### config.mk
export PLATFORM = sky130hd
export DESIGN_NAME = motor_driver_nch
export DESIGN_NICKNAME = d
export VERILOG_FILES = /design/src/rtl/motor_driver_nch.sv
export SDC_FILE = /design/constraint.sdc
export NUM_CORES = 1
export LEC_CHECK = 0
export CORE_AREA = 2 2 80 82
export CTS_CLUSTER_DIAMETER = 40
export DETAILED_ROUTE_END_ITERATION = 8
export DIE_AREA = 0 0 82 84
export PLACE_DENSITY = 0.79
export SLEW_MARGIN = 25
export SYNTH_ARGS = -nofsm -noshare
export SYNTH_HDL_FRONTEND = slang
export SYNTH_SLANG_ARGS = --single-unit
export TNS_END_PERCENT = 1
### constraint.sdc
create_clock -name clk -period 2.1 [get_ports clk]
set_input_delay 0.21 -clock clk [delete_from_list [all_inputs] [get_ports clk]]
set_output_delay 0.21 -clock clk [all_outputs]
set_load 0.05 [all_outputs]
### src/rtl/motor_driver_nch.sv
// motor_driver_nch
//   N-channel H-bridge driver (L293-style: one enable plus two direction pins per
//   channel). Each channel takes a direction bit and a half-period word from the
//   balance loop. It produces a square-wave enable whose half-period is
//   period_q+1 cycles. The half-period word is reloaded only at half-period
//   boundaries. A zero period stops the channel, and a reversal coasts the
//   bridge for DEADTIME cycles. A global brake shorts all bridges
//   (en=in_a=in_b=1).
//
// Ports
//   clk        in   1                rising-edge system clock
//   reset      in   1                asynchronous, active-low reset
//   brake      in   1                global brake request (level)
//   ch_sign    in   NUM_CH           requested direction per channel (1 = forward)
//   ch_period  in   NUM_CH*PERIOD_W  half-period word; channel i at [i*PERIOD_W +: PERIOD_W]
//   en         out  NUM_CH           bridge enable
//   in_a       out  NUM_CH           bridge input A
//   in_b       out  NUM_CH           bridge input B
//   ch_dead    out  NUM_CH           high while the channel is coasting in dead-time
module motor_driver_nch #(
  parameter int NUM_CH   = 2,
  parameter int PERIOD_W = 8,
  parameter int DEADTIME = 4
) (
  input  logic                       clk,
  input  logic                       reset,
  input  logic                       brake,
  input  logic [NUM_CH-1:0]          ch_sign,
  input  logic [NUM_CH*PERIOD_W-1:0] ch_period,
  output logic [NUM_CH-1:0]          en,
  output logic [NUM_CH-1:0]          in_a,
  output logic [NUM_CH-1:0]          in_b,
  output logic [NUM_CH-1:0]          ch_dead
);

  localparam int DW = $clog2(DEADTIME + 1);
  localparam logic [DW-1:0] DEAD_LOAD = DW'(DEADTIME);

  localparam logic [1:0] S_IDLE  = 2'd0;
  localparam logic [1:0] S_RUN   = 2'd1;
  localparam logic [1:0] S_DEAD  = 2'd2;
  localparam logic [1:0] S_BRAKE = 2'd3;

  for (genvar i = 0; i < NUM_CH; i++) begin : g_ch
    logic [1:0]          state;
    logic [PERIOD_W-1:0] counter;
    logic [PERIOD_W-1:0] period_q;
    logic                dir_q;
    logic [DW-1:0]       dead_cnt;
    logic                en_r;
    logic                a_r;
    logic                b_r;
    logic                dead_r;
    logic [PERIOD_W-1:0] period_in;
    logic                sign_in;

    assign period_in = ch_period[i*PERIOD_W +: PERIOD_W];
    assign sign_in   = ch_sign[i];

    // The outputs are registered next to the state. Each transition therefore
    // writes the pin values of the state being entered.
    always_ff @(posedge clk or negedge reset) begin
      if (!reset) begin
        state    <= S_IDLE;
        counter  <= '0;
        period_q <= '0;
        dir_q    <= 1'b0;
        dead_cnt <= '0;
        en_r     <= 1'b0;
        a_r      <= 1'b0;
        b_r      <= 1'b0;
        dead_r   <= 1'b0;
      end else if (brake) begin
        state  <= S_BRAKE;
        en_r   <= 1'b1;
        a_r    <= 1'b1;
        b_r    <= 1'b1;
        dead_r <= 1'b0;
      end else begin
        case (state)
          S_IDLE: begin
            dir_q <= sign_in;
            en_r  <= 1'b0;
            if (period_in != '0) begin
              state    <= S_RUN;
              period_q <= period_in;
              counter  <= '0;
              a_r      <= sign_in;
              b_r      <= ~sign_in;
            end else begin
              a_r <= 1'b0;
              b_r <= 1'b0;
            end
          end
          S_RUN: begin
            if (sign_in != dir_q) begin
              state    <= S_DEAD;
              dead_cnt <= DEAD_LOAD;
              en_r     <= 1'b0;
              a_r      <= 1'b0;
              b_r      <= 1'b0;
              dead_r   <= 1'b1;
            end else if (counter < period_q) begin
              counter <= counter + PERIOD_W'(1);
            end else begin
              counter  <= '0;
              period_q <= period_in;
              if (period_in == '0) begin
                state <= S_IDLE;
                en_r  <= 1'b0;
                a_r   <= 1'b0;
                b_r   <= 1'b0;
              end else begin
                en_r <= ~en_r;
              end
            end
          end
          S_DEAD: begin
            // The count is loaded with DEADTIME. The value 1 marks the last
            // coast cycle, when direction and period are sampled.
            if (dead_cnt == DW'(1)) begin
              dir_q    <= sign_in;
              period_q <= period_in;
              counter  <= '0;
              en_r     <= 1'b0;
              dead_r   <= 1'b0;
              if (period_in != '0) begin
                state <= S_RUN;
                a_r   <= sign_in;
                b_r   <= ~sign_in;
              end else begin
                state <= S_IDLE;
                a_r   <= 1'b0;
                b_r   <= 1'b0;
              end
            end else begin
              dead_cnt <= dead_cnt - DW'(1);
            end
          end
          default: begin
            // S_BRAKE with the brake released: coast through full dead-time.
            state    <= S_DEAD;
            dead_cnt <= DEAD_LOAD;
            en_r     <= 1'b0;
            a_r      <= 1'b0;
            b_r      <= 1'b0;
            dead_r   <= 1'b1;
          end
        endcase
      end
    end

    assign en[i]      = en_r;
    assign in_a[i]    = a_r;
    assign in_b[i]    = b_r;
    assign ch_dead[i] = dead_r;
  end

endmodule

==> reports/summary.log <==
qor: synthesis.synth_compound_gate_area_share 21.2%
qor: timing.fin_ws 0.0422 ns
qor: timing.min_period_over_period 98.0%
qor: routing.drt_first_iter_violations 116
qor: cells_and_area.final_cells 431
qor: setup_path.ff_to_ff_start g_ch[1].counter[5]
qor: placed_design.dpl_ws -0.157 ns
qor: synthesis.xor_xnor_share_of_the_synthesized_area 0.859%
qor: synthesis.post-synth-top-area-fraction 42.5%
qor: routing.detail-route-antenna-nets 0
qor: timing.finalHoldWorstSlack 0.465 ns
qor: timing.maxSlewHeadroom 55.3%
qor: synthesis.yosys.area_share.simple 15.3%
qor: floorplanning.die_x 82 um
qor: global_route.pin_count_of_the_biggest_net_entering_global_routing 29
qor: clock_network.clockRootBuffer sky130_fd_sc_hd__clkbuf_8
qor: routing.detailedRoute.firstPassIterationCount 4
qor: synthesis.ys_types 56
qor: clock_network.clkSlewWorstSetupHoldPaths 0.09 ns
qor: setup_path.cp_max_fo 9
qor: synthesis.async_flop_share 100%
qor: clock_network.numCtsBuffers 5
qor: timing.finalSetupViolations 0
qor: synthesis.yosysSeqAreaShare 42.5%
qor: synthesis.synth_top_cells_by_area sky130_fd_sc_hd__dfrtp_1 (43%), sky130_fd_sc_hd__ha_1 (8.2%), sky130_fd_sc_hd__mux2_2 (4.0%)
qor: global_route.grt_use_total 20.4%
qor: setup_path.crit_path_end_kind flop
qor: clock_network.h-tree-depth 2
qor: timing.tightest_slew 0.671 ns
qor: cells_and_area.fill_cells 505
qor: power.pwr_density_cell 812 nW/um^2
qor: power.design_power_total 3050 uW
qor: synthesis.postSynthCellCount 298
qor: timing.final_hold_violation_count 0
qor: power.power_leakage 0.00169 uW
qor: global_route.overflow 0
qor: floorplanning.vertical_extent_of_the_die 84 um
qor: routing.via_count 2,447
qor: outcome.outcome finished clean
qor: global_route.grt_pass1_vias 2,501
qor: setup_path.timing.critical_path.from g_ch[1].counter[5]
qor: setup_path.cp-start-kind flop
qor: timing.fin_tns_setup 0 ns
qor: synthesis.synth-adder-area-share 8.18%
qor: synthesis.synthesis.area 3060 um^2
qor: synthesis.syn-num-nets 339
qor: floorplanning.rows 29
qor: power.worst_ir_drop_vdd 505 uV
qor: cells_and_area.syn2layout_area_growth 22.8%
qor: clock_network.cts.sink_count 52
qor: placed_design.dp_cells 419
qor: synthesis.ys_seq_elements 52
qor: setup_path.worst_ep_arrival_time 2.31 ns
qor: synthesis.number_of_warnings_printed_during_yosys_synthesis 0
qor: routing.drt-wirelength-per-cell 15.2 um
qor: cells_and_area.diodes 0
qor: timing.achievable-frequency 486 MHz
qor: synthesis.syn-mean-instance-area 10.3 um^2
qor: setup_path.path_class reg -> reg
qor: synthesis.synth_ff_type sky130_fd_sc_hd__dfrtp_1
qor: cells_and_area.num-nets-final 394
qor: synthesis.synth_top_family_by_area compound AO/OA/AOI/OAI gates
qor: clock_network.clock_insertion_delay_at_the_later_pin_of_the_skew_report 0.31 ns
qor: floorplanning.design.die.area 6890 um^2
qor: routing.drc 0
qor: cells_and_area.mostFrequentLayoutCells sky130_fd_sc_hd__dfrtp_1 (51), sky130_fd_sc_hd__buf_4 (33), sky130_fd_sc_hd__clkdlybuf4s50_1 (27)
qor: cells_and_area.multi_input_area 1620 um^2
qor: timing.drv_slew 0
qor: job.max-cap-violations 0
qor: placed_design.dp.final_hpwl 4.92 mm
qor: synthesis.yosys-mux-area-fraction 5.69%
qor: floorplanning.ios 29
qor: floorplanning.placeableCoreArea 6100 um^2
qor: routing.postRouteWirelength 6.54 mm
qor: setup_path.cp.required 2.35 ns
qor: clock_network.clock_path_buffers 2
qor: synthesis.synth_area_leader_cell sky130_fd_sc_hd__dfrtp_1
qor: global_route.first_pass_grt_wire_length 11.1 mm
qor: placed_design.portBuffers 28
qor: floorplanning.floorplan.initialDensity 50.2%
qor: routing.vias_per_cell 5.68
qor: timing.grt_setup_unrepaired true
qor: cells_and_area.area_used_by_sequential_logic_in_the_layout 1300 um^2
qor: clock_network.cts_tree yes
qor: cells_and_area.final_common_cell sky130_fd_sc_hd__dfrtp_1
qor: placed_design.routabilityCongestion 0.796
qor: timing.timing.clock.skew 0.00671 ns
qor: min_path.min_path_type in -> async
qor: synthesis.synth_enable_flop_cells 0
qor: cells_and_area.drive_above_1_share 23.2%
qor: global_route.grt_antenna_before_repair 0
qor: timing.fin_crit 2.06 ns
-- cell usage after synthesis, types with 2 or more instances --
master	instances
sky130_fd_sc_hd__dfrtp_1	52
sky130_fd_sc_hd__inv_1	26
sky130_fd_sc_hd__o21ai_0	24
sky130_fd_sc_hd__ha_1	20
sky130_fd_sc_hd__nand3_1	15
sky130_fd_sc_hd__nor2_1	14
sky130_fd_sc_hd__a22o_1	13
sky130_fd_sc_hd__mux2_2	11
sky130_fd_sc_hd__nand2_1	10
sky130_fd_sc_hd__nor2b_1	9
sky130_fd_sc_hd__a21oi_1	8
sky130_fd_sc_hd__buf_4	8
sky130_fd_sc_hd__nor3_1	7
sky130_fd_sc_hd__and3_1	6
sky130_fd_sc_hd__a21o_1	4
sky130_fd_sc_hd__buf_2	4
sky130_fd_sc_hd__nand2b_1	4
sky130_fd_sc_hd__clkbuf_1	3
sky130_fd_sc_hd__nand4_1	3
sky130_fd_sc_hd__o21a_1	3
sky130_fd_sc_hd__o22ai_1	3
sky130_fd_sc_hd__or4_4	3
sky130_fd_sc_hd__a2111oi_2	2
sky130_fd_sc_hd__a211oi_1	2
sky130_fd_sc_hd__mux2_4	2
sky130_fd_sc_hd__mux2i_1	2
sky130_fd_sc_hd__nor2_4	2
sky130_fd_sc_hd__nor3b_1	2
sky130_fd_sc_hd__o211ai_1	2
sky130_fd_sc_hd__o21ai_1	2
sky130_fd_sc_hd__o21ai_2	2
sky130_fd_sc_hd__o221ai_1	2
sky130_fd_sc_hd__o22a_1	2
sky130_fd_sc_hd__o2bb2ai_1	2
sky130_fd_sc_hd__o32a_1	2
sky130_fd_sc_hd__xnor2_1	2
-- area by class of cell --
cell class	instances	share of cell area [%]
Sequential cell	52	34.7
Clock inverter	1	0.200
Inverter	26	2.60
Timing Repair Buffer	63	14.5
Tap cell	77	2.56
Clock buffer	7	2.30
Multi-Input combinational cell	205	43.2
-- repair_timing --
| item | in CTS | in global routing |
|---|---|---|
| buffers inserted | 0 | 3 |
| resized for setup | 1 | 10 |
| pin swaps | 0 | 7 |
| setup endpoints to repair | 2 | 23 |
| hold buffers | 1 | 0 |
| hold endpoints to repair | 26 | 0 |
-- cell families (layout without fill, tap and decap cells) --
logic type,Yosys count,count (layout)
adders and majority gates,20,20
AOI/OAI and AO/OA,85,85
xor gates and xnor gates,3,3
muxes,15,15
buffers and inverters,41,97
and+or+nand+nor,82,82
DFF,52,52
-- worst paths after layout --
path | to | slack (ns) | depth (start not counted)
setup / recovery | g_ch[1].counter[0] | 0.04 | 7
hold reg to reg | g_ch[1].b_r | 0.50 | 1
setup reg to reg | g_ch[1].counter[0] | 0.04 | 7
hold / removal | g_ch[1].dir_q | 0.46 | 2
max in group asynchronous | g_ch[1].counter[5] | 0.98 | 3
min in group clk | g_ch[1].b_r | 0.50 | 1
-- report_power, final --
| group | switching (uW) | internal (uW) |
|---|---|---|
| Sequential | 135 | 1240 |
| Combinational | 558 | 522 |
| Clock | 332 | 268 |
| Total | 1020 | 2030 |
-- state kept, by name, indices dropped and copies added (netlist names) --
| signal | count |
|---|---|
| g_ch.counter | 16 |
| g_ch.period_q | 16 |
| g_ch.dead_cnt | 6 |
| g_ch.state | 4 |
| g_ch.a_r | 2 |
| g_ch.b_r | 2 |
| g_ch.dead_r | 2 |
| g_ch.dir_q | 2 |
| g_ch.en_r | 2 |
-- routing by layer --
| metal | track usage [%] | wire (um) | vias to the layer above |
|---|---|---|---|
| met5 | 0 | 0 | - |
| met4 | 7.42 | 97 | 0 |
| met3 | 3.03 | 153 | 9 |
| met2 | 34.0 | 3340 | 34 |
| met1 | 26.5 | 2950 | 1213 |
| li1 | - | - | 1191 |
-- metrics by stage --
stage / utilization (%) / cell area (um^2)
5_1_grt: 61.6 / 3760
3_3_place_gp: 58.8 / 3580
2_1_floorplan: - / 3070
3_5_place_dp: 58.8 / 3580
4_1_cts: 60.6 / 3690
6_report: 61.6 / 3760
-- critical path: stages, from the launching register on --
cell and delay (ns):
sky130_fd_sc_hd__dfrtp_2 0.45, sky130_fd_sc_hd__ha_1 0.22, sky130_fd_sc_hd__a21o_1 0.20, sky130_fd_sc_hd__a2111oi_4 0.39, sky130_fd_sc_hd__o211ai_4 0.18, sky130_fd_sc_hd__buf_6 0.17, sky130_fd_sc_hd__nor2_4 0.19, sky130_fd_sc_hd__mux2_2 0.20
Power figures use the tool's default switching activity.
